==> config.mk <==
export PLATFORM = sky130hd
export DESIGN_NAME = alu_bcd_display
export DESIGN_NICKNAME = d
export VERILOG_FILES = /design/src/rtl/alu_disp_pkg.sv /design/src/rtl/alu_bcd_display_bcd_to_seg.sv /design/src/rtl/alu_bcd_display.sv
export SDC_FILE = /design/constraint.sdc
export NUM_CORES = 1
export LEC_CHECK = 0
export CAP_MARGIN = 20
export CORE_UTILIZATION = 50
export CTS_CLUSTER_SIZE = 25
export DETAILED_ROUTE_END_ITERATION = 10
export PLACE_DENSITY = 0.83
export SLEW_MARGIN = 20
export SYNTH_ARGS = -nofsm -noshare
export SYNTH_HDL_FRONTEND = slang
export SYNTH_HIERARCHICAL = 1
export SYNTH_SLANG_ARGS = --single-unit
export TNS_END_PERCENT = 50
==> constraint.sdc <==
create_clock -name clk -period 1.83 [get_ports clk]
set_clock_uncertainty 0.2 [all_clocks]
set_input_delay 0.2745 -clock clk [delete_from_list [all_inputs] [get_ports clk]]
set_output_delay 0.2745 -clock clk [all_outputs]
set_load 0.03 [all_outputs]
==> src/rtl/alu_disp_pkg.sv <==
// Shared types and seven-segment codes for the two-digit ALU result display.
// Segment bit order is {g,f,e,d,c,b,a}, active-high.
package alu_disp_pkg;

    typedef enum logic [1:0] {
        BLANK      = 2'd0,
        SHOW_UNITS = 2'd1,
        SHOW_TENS  = 2'd2
    } disp_state_t;

    localparam logic [6:0] SEG_0     = 7'h3F;
    localparam logic [6:0] SEG_1     = 7'h06;
    localparam logic [6:0] SEG_2     = 7'h5B;
    localparam logic [6:0] SEG_3     = 7'h4F;
    localparam logic [6:0] SEG_4     = 7'h66;
    localparam logic [6:0] SEG_5     = 7'h6D;
    localparam logic [6:0] SEG_6     = 7'h7D;
    localparam logic [6:0] SEG_7     = 7'h07;
    localparam logic [6:0] SEG_8     = 7'h7F;
    localparam logic [6:0] SEG_9     = 7'h6F;
    localparam logic [6:0] SEG_E     = 7'h79;
    localparam logic [6:0] SEG_R     = 7'h50;
    localparam logic [6:0] SEG_BLANK = 7'h00;

endpackage

==> src/rtl/alu_bcd_display_bcd_to_seg.sv <==
// Combinational BCD to seven-segment decoder; non-decimal codes come out blank.
module bcd_to_seg
    import alu_disp_pkg::*;
(
    input  logic [3:0] value,
    output logic [6:0] seg
);

    always_comb begin
        seg = SEG_BLANK;
        case (value)
            4'd0:    seg = SEG_0;
            4'd1:    seg = SEG_1;
            4'd2:    seg = SEG_2;
            4'd3:    seg = SEG_3;
            4'd4:    seg = SEG_4;
            4'd5:    seg = SEG_5;
            4'd6:    seg = SEG_6;
            4'd7:    seg = SEG_7;
            4'd8:    seg = SEG_8;
            4'd9:    seg = SEG_9;
            default: seg = SEG_BLANK;
        endcase
    end

endmodule

==> src/rtl/alu_bcd_display.sv <==
// Two-digit multiplexed seven-segment driver for the ALU result: captures on load,
// alternates units/tens every REFRESH_DIV cycles, shows "Er" on error or bad BCD.
module alu_bcd_display
    import alu_disp_pkg::*;
#(
    parameter int REFRESH_DIV = 1000
) (
    input  logic       clk,
    input  logic       reset,
    input  logic       load,
    input  logic [3:0] dec_in,
    input  logic [3:0] unis_in,
    input  logic       zero_in,
    input  logic       error_in,
    output logic [6:0] seg,
    output logic [1:0] dig_en,
    output logic       loaded,
    output logic       bcd_fault
);

    localparam int CW = (REFRESH_DIV > 2) ? $clog2(REFRESH_DIV) : 1;
    localparam logic [CW-1:0] CNT_LAST = CW'(REFRESH_DIV - 1);

    generate
        if (REFRESH_DIV < 2) begin : g_bad_cfg
            $error("alu_bcd_display: REFRESH_DIV must be at least 2");
        end
    endgenerate

    disp_state_t   state_reg, state_next;
    logic [CW-1:0] cnt_reg, cnt_next;
    logic [3:0]    cap_dec_reg, cap_unis_reg;
    logic          cap_zero_reg, cap_error_reg;
    logic [6:0]    seg_next;
    logic [1:0]    dig_en_next;
    logic          show_er, fault_now;

    logic [3:0] digit_val [2];
    logic [6:0] digit_seg [2];

    assign digit_val[0] = cap_unis_reg;
    assign digit_val[1] = cap_dec_reg;

    generate
        for (genvar gi = 0; gi < 2; gi++) begin : g_dec
            bcd_to_seg u_bcd_to_seg (
                .value (digit_val[gi]),
                .seg   (digit_seg[gi])
            );
        end
    endgenerate

    assign show_er   = cap_error_reg || (cap_dec_reg > 4'd9) || (cap_unis_reg > 4'd9);
    // Fault is judged on the captured values, so it rises together with the new display.
    assign fault_now = !cap_error_reg &&
                       ((cap_dec_reg > 4'd9) || (cap_unis_reg > 4'd9) ||
                        (cap_zero_reg && ((cap_dec_reg != 4'd0) || (cap_unis_reg != 4'd0))));

    always_comb begin
        state_next = state_reg;
        cnt_next   = cnt_reg;
        case (state_reg)
            BLANK: begin
                if (load) begin
                    state_next = SHOW_UNITS;
                    cnt_next   = '0;
                end
            end
            SHOW_UNITS, SHOW_TENS: begin
                if (cnt_reg == CNT_LAST) begin
                    cnt_next   = '0;
                    state_next = (state_reg == SHOW_UNITS) ? SHOW_TENS : SHOW_UNITS;
                end else begin
                    cnt_next = cnt_reg + 1'b1;
                end
            end
            default: begin
                state_next = BLANK;
                cnt_next   = '0;
            end
        endcase
    end

    // Segment/enable pair is derived from the current state so both register together.
    always_comb begin
        seg_next    = SEG_BLANK;
        dig_en_next = 2'b00;
        case (state_reg)
            SHOW_UNITS: begin
                dig_en_next = 2'b01;
                seg_next    = show_er ? SEG_R : digit_seg[0];
            end
            SHOW_TENS: begin
                dig_en_next = 2'b10;
                if (show_er)
                    seg_next = SEG_E;
                else if (cap_dec_reg == 4'd0)
                    seg_next = SEG_BLANK;
                else
                    seg_next = digit_seg[1];
            end
            default: begin
                seg_next    = SEG_BLANK;
                dig_en_next = 2'b00;
            end
        endcase
    end

    always_ff @(posedge clk or posedge reset) begin
        if (reset) begin
            state_reg     <= BLANK;
            cnt_reg       <= '0;
            cap_dec_reg   <= 4'd0;
            cap_unis_reg  <= 4'd0;
            cap_zero_reg  <= 1'b0;
            cap_error_reg <= 1'b0;
            seg           <= SEG_BLANK;
            dig_en        <= 2'b00;
            loaded        <= 1'b0;
            bcd_fault     <= 1'b0;
        end else begin
            state_reg <= state_next;
            cnt_reg   <= cnt_next;
            seg       <= seg_next;
            dig_en    <= dig_en_next;
            loaded    <= load;
            bcd_fault <= bcd_fault | (loaded & fault_now);
            if (load) begin
                cap_dec_reg   <= dec_in;
                cap_unis_reg  <= unis_in;
                cap_zero_reg  <= zero_in;
                cap_error_reg <= error_in;
            end
        end
    end

endmodule

**After elaboration in Yosys (flattened, before gate mapping)**

Memory sizes are Yosys's and may differ from the RTL's.
Index checks and enable logic that the tools add are counted.

- Flip-flop bits (word level): 33
- Memory bits (read-only): 224
- Bits of input ports: 13
- Output and inout port bits: 11
- Word-level logic and storage cells: 48
- Memories: 2

- $add $sub $neg: 1
- Magnitude comparators: 2
- Equal/unequal tests: 5
- Mux-type cells: 12
- Bitwise gates (word level): 2
- Reduce and logical (&&, ||, !) cells: 14

Memory list:

| name | words | bits a word | read ports | clocked after memory_dff | write ports | line | RTL |
|---|---|---|---|---|---|---|---|
| (no name shown) | 16 | 7 | 1 | 0 | 0 | alu_bcd_display_bcd_to_seg.sv:11 | `case (value)` |
| (no name shown) | 16 | 7 | 1 | 0 | 0 | alu_bcd_display_bcd_to_seg.sv:11 |  |

Operator list:

| operator | count |
|---|---|
| $mux W7 | 3 |
| $mux W10 | 2 |
| $pmux W10 S2 | 1 |
| $pmux W7 S2 | 1 |
| $add A10 B1 Y10 const B | 1 |
| $eq A10 B10 Y1 const B | 1 |
| $gt A4 B4 Y1 const B | 2 |
| $pmux W2 S2 | 2 |
| $reduce_bool A4 Y1 | 2 |
| $mux W2 | 3 |
| $logic_or A1 B1 Y1 | 5 |
| $logic_not A4 Y1 | 1 |
| $ne A2 B2 Y1 const B | 2 |
| $eq A2 B1 Y1 const B | 1 |
| $eq A2 B2 Y1 const B | 1 |
| $logic_and A1 B1 Y1 | 2 |
| $logic_not A2 Y1 | 1 |
| $reduce_and A2 Y1 | 1 |
| $reduce_or A2 Y1 | 1 |
| $and A1 B1 Y1 | 1 |
| $logic_not A1 Y1 | 1 |
| $or A1 B1 Y1 | 1 |

**Logic depth before layout (Yosys ltp)**

Gate-level depths: netlist (run 1).

- Word-level depth: 7
- Depth in mapped cells: 7
- Mapped depth without buffers: 7

**By module**

Netlist (run 1), hierarchy kept.

Modules (own cells, without submodules):

| module | times used | cells an instance | area each (sq um) | sequential area each (sq um) |
|---|---|---|---|---|
| alu_bcd_display | 1 | 141 | 1586.5 | 825.8 |
| bcd_to_seg (g_dec[1].u_bcd_to_seg) | 1 | 28 | 219.0 | 0.0 |
| bcd_to_seg (g_dec[0].u_bcd_to_seg) | 1 | 26 | 201.4 | 0.0 |

**Worst setup path after synthesis (run 1)**

Ideal clock, no wire load.

- Path kind: register -> register
- Start point: register state_reg[0]
- End point: register cnt_reg[3]
- Arrival time: 1531 ps
- Data required time: 1561 ps
- Path slack: 31 ps
- Cell stages (with the launch flop): 7
- Path buffers: 1
- Period minus slack after synthesis: 1799 ps
- Path through: dfrtp_1 > inv_1 > ha_1 > buf_2 > o31ai_4 > or4_1 > nand3_1

- Longest elaborated chain between the ends: 3
- Elaborated cells between the ends (all ways): 6
- Classes of those cells: eq/ne: 3; mux: 1; reduce/logical: 2

RTL lines:

| what | line | RTL |
|---|---|---|
| start, declared | alu_bcd_display.sv:30 | `disp_state_t state_reg, state_next;` |
| start signal, assigned | alu_bcd_display.sv:122 | `state_reg <= state_next;` |
| $eq A2 B1 Y1 or $eq A2 B2 Y1 (tied branches) | alu_bcd_display.sv:62 | `case (state_reg)` |
| $reduce_or A2 Y1 | alu_bcd_display.sv:62 |  |
| $pmux W10 S2 | alu_bcd_display.sv:62 |  |
| end signal, assigned | alu_bcd_display.sv:123 | `cnt_reg <= cnt_next;` |
| end, declared | alu_bcd_display.sv:31 | `logic [CW-1:0] cnt_reg, cnt_next;` |

Several ways; a longest one is shown, not always the timed one.
A chain may end at the register's enable or synchronous reset.

**Worst setup path in the final report (run 1)**

- Start point: register loaded
- End point: output loaded

RTL lines:

| what | line | RTL |
|---|---|---|
| start, declared | alu_bcd_display.sv:17 | `output logic loaded,` |
| start signal, assigned | alu_bcd_display.sv:126 | `loaded <= load;` |

No word-level cell between the ends.

==> results.md, run 1 <==
| Metric | Value | Unit |
|:---|:---|:---|
| Net Switching | 1.07 | mW |
| Post-synth top area share | 41.1 | % |
| Final-stage net count | 272 | - |
| Number of inserted diodes | 0 | - |
| Run status | finished, final reports clean | - |
| Fmax | 564 | MHz |
| Vias in the first global route | 1455 | - |
| Overall die area | 0.00427 | sq mm |
| Path type of the worst min-delay path | in2async | - |
| Relative contribution of combinational cells to total power | 47.7 | % |
| Arrival @ worst endpoint | 1.30 | ns |
| Ratio of cells with drive above 1 in the final layout | 24.8 | % |
| Proportion of synthesized area in mux cells | 6.61 | % |
| Final setup vio count | 0 | - |
| Max_cap viols | 0 | - |
| Port Buf Inserts | 23 | - |
| Fraction of the mapped netlist area in compound gates | 16.0 | % |
| Crit path buf inv count | 1 | - |
| Peak supply drop | 0.731 | mV |
| Async set or reset register ratio after synthesis | 100 | % |
| Master of the slowest instance on the critical path | sky130_fd_sc_hd__clkdlybuf4s50_1 | - |
| Antenna-violating nets left | 0 | - |
| Remaining DRCs | 0 | - |
| Vias after detailed routing | 1587 | - |
| Crit-path max cell delay | 0.68 | ns |
| I/O Pins | 24 | - |
| Clock network fraction of design power | 20.2 | % |
| Average routed wire per standard cell | 13.4 | um |
| Crit-path max FO | 2 | - |
| Post-synthesis adder-cell area fraction | 11.2 | % |
| Register share of total power | 32.1 | % |
| Initial antenna violation count | 0 | - |
| Primary FF master, synth | sky130_fd_sc_hd__dfrtp_1 | - |
| Min Clock Period, post-route | 1.77 | ns |
| RR Startpoint | state_reg[1]$_DFFE_PP0P_ | - |
| CTS tree | done | - |
| Final worst-path cycle share | 96.9 | % |
| Height of the die | 65.4 | um |
| Root buffer selected by CTS | sky130_fd_sc_hd__clkbuf_8 | - |
| Global Route Usage Sum | 20.1 | % |
| Largest family of logic cells by synthesized area | simple AND/OR/NAND/NOR gates | - |
| Element type at the critical path start | flop | - |
| Critical path depth | 1 | - |
| Average size of a mapped cell | 10.3 | sq um |
| Category of the most critical setup path | reg2out | - |
| CP required | 1.36 | ns |
| Total power consumption of the routed design | 2.92 | mW |
| PwrDens | 1150 | mW/mm^2 |
| Placement row count | 22 | - |
| Area of the placeable core | 0.00374 | sq mm |
| Switching part of the total | 36.7 | % |
| Overflow left after global routing | 0 | - |
| Clock edge transition at the registers on the reported setup and hold paths | 0.07 | ns |
| Maximum number of pins on one net before global-route repair | 34 | - |
| CP Launch Point | loaded$_DFF_PP0_ | - |
| Setup repair after global routing missed its margin | no | - |
| Cell area after synthesis | 0.00201 | sq mm |
| DR vias/cell | 5.47 | - |
| Global-route wire length before repair | 6.57 | mm |
| CTS H-tree depth | 2 | - |
| Area post-placement | 0.00243 | sq mm |
| Endpoint type of the worst setup path | primary output | - |
| First-pass iteration count of the detailed router | 4 | - |
| Placer's final routability congestion estimate | 0.838 | - |
| Detailed Route Iter0 Violations | 116 | - |
| Static Leakage | 1.14 | nW |
| Transition at the pin with the smallest max-transition slack | 0.416 | ns |
| Number of max-slew violations in the final report | 0 | - |
| Buffers from clock root to sink, at most | 2 | - |
| Non-Filler Cell Area, Final | 0.00255 | sq mm |
| Die width | 65.4 | um |
| Flip-flop and latch count after synthesis | 33 | - |
| Synth cell types | 45 | - |
| Count of hold buffers inserted by post-cts repair | 0 | - |
| Synthesized instance count | 195 | - |
| Post-synthesis cell type with the largest combined area | sky130_fd_sc_hd__dfrtp_1 | - |
| Sequential cell area fraction in the yosys report | 41.1 | % |
| Syn_nets | 226 | - |
| Internal portion of total power | 1.85 | mW |
| Cells along the critical path | clkdlybuf4s50_1 | - |
| Post-synthesis to final-layout area growth | 26.9 | % |
| Cell with the most instances after synthesis | sky130_fd_sc_hd__dfrtp_1 | - |
| Final wirelength | 3.89 | mm |
| Dpl cells | 282 | - |
| Post-route non-filler standard cell count | 290 | - |
| Remaining max-slew budget at the tightest pin | 72.2 | % |
| Final Hold Viols | 0 | - |
| Gate family responsible for the most delay along the worst path | buffers and inverters | - |
| Flip-flop count of the largest register, all copies and words added | 10 | - |
| Clock latency reported for the late side of the worst-skew pair | 0.28 | ns |
| TritonCTS buffer count | 5 | - |
| Post-synthesis xor/xnor area fraction | 2.62 | % |
| Worst r2r path cells | 6 | - |
| Number of synthesized flops with an enable pin | 0 | - |
| Ranking of synthesized cells by instance count | 33 x sky130_fd_sc_hd__dfrtp_1, 18 x sky130_fd_sc_hd__ha_1, 14 x sky130_fd_sc_hd__inv_1, 14 x sky130_fd_sc_hd__nand2_1, 11 x sky130_fd_sc_hd__o21ai_0 | - |
| Ys Warns | 6 | - |
| Sink count of the clock tree | 33 | - |
| Cell types with the largest area share after synthesis | sky130_fd_sc_hd__dfrtp_1 41%, sky130_fd_sc_hd__ha_1 11%, sky130_fd_sc_hd__mux2_2 5.6%, sky130_fd_sc_hd__o21ai_0 2.7%, sky130_fd_sc_hd__inv_1 2.6% | - |
| Initial standard-cell utilization of the core | 53.6 | % |
| Simple-gate area share of the yosys netlist | 17.1 | % |
| Detail Placement HPWL | 2.84 | mm |
[power groups by stage]
stage	combinational [mW]	clock, mW	sequential (mW)
6_report	1.39	0.591	0.938
4_1_cts	1.38	0.606	0.937
3_3_place_gp	1.34	0	0.948
5_1_grt	1.51	0.636	0.957
3_5_place_dp	1.37	0	0.951
2_1_floorplan	0.692	0	1.09
[per-stage QoR]
stage	utilization, %	worst slack, ns	setup TNS, ns	hold WS [ns]
detailed placement	64.8	-0.0239	-0.0464	0.267
CTS	67.5	0.0448	0	0.199
finish	68.0	0.0570	0	0.195
global placement	64.8	0.00845	0	0.275
global route	68.0	0.00627	0	0.265
floorplan	-	0.0308	0	0.106
[path summary, 6_finish.rpt]
| kind | endpoint | slack (ns) |
|---|---|---|
| max reg2reg | cnt_reg[3]$_DFFE_PP0P_ | 0.08 |
| max in group asynchronous | cap_unis_reg[2]$_DFFE_PP0P_ | 0.94 |
| min reg2reg | bcd_fault$_DFF_PP0_ | 0.29 |
| min in group clk | bcd_fault$_DFF_PP0_ | 0.29 |
| min | cnt_reg[9]$_DFFE_PP0P_ | 0.20 |
| max | loaded | 0.06 |
[per-layer routing]
metal	GRT usage, %	wire length, um	vias up
li1	-	-	781
met1	25.8	1750	755
met2	33.1	1920	47
met3	4.86	183	4
met4	6.52	35	0
met5	0	0	-
[layout make-up]
cell class                 count  area, sq um
clock buffer                   7         96.3
clock inverter                 1         5.00
fill                         299         1200
inverter                      15         56.3
multi-input combinational    139         1090
sequential                    33          826
tap                           48         60.1
timing repair buffer          47          410
[placed cells by master (no fill, tap or decap), drive strengths merged, types with 5 or more instances in the layout]
cell,synthesis,layout
nand2,14,14
clkdlybuf4s50,0,23
dfrtp,33,33
mux2,10,10
nor2,10,10
a21oi,7,7
o21ai,13,13
xnor2,6,6
inv,15,15
ha,18,18
nor4,5,5
clkbuf,3,7
o22ai,7,7
nand3,11,11
buf,5,24
[cells by family (layout without fill, tap and decap cells)]
family          after synthesis  count (layout)
compound gates               46              46
fa+ha+maj                    18              18
flops                        33              33
buf+inv                      23              70
mux                          12              12
simple gates                 57              57
xor+xnor                      6               6
[repair_timing]
item                                    CTS  global route
setup buffers                             0             0
gates resized for setup                   0             5
hold endpoints to repair                  0             0
endpoints found under the setup margin    0            11
(Power assumes the default switching activity.)
==> run 2: changes to the inputs <==
--- a/config.mk
+++ b/config.mk
@@ -5,7 +5,6 @@
 export SDC_FILE = /design/constraint.sdc
 export NUM_CORES = 1
 export LEC_CHECK = 0
-export CAP_MARGIN = 20
 export CORE_UTILIZATION = 50
 export CTS_CLUSTER_SIZE = 25
 export DETAILED_ROUTE_END_ITERATION = 10
==> results of run 2 <==
No change in the layout: final DEF, timing and power equal those of run 1.
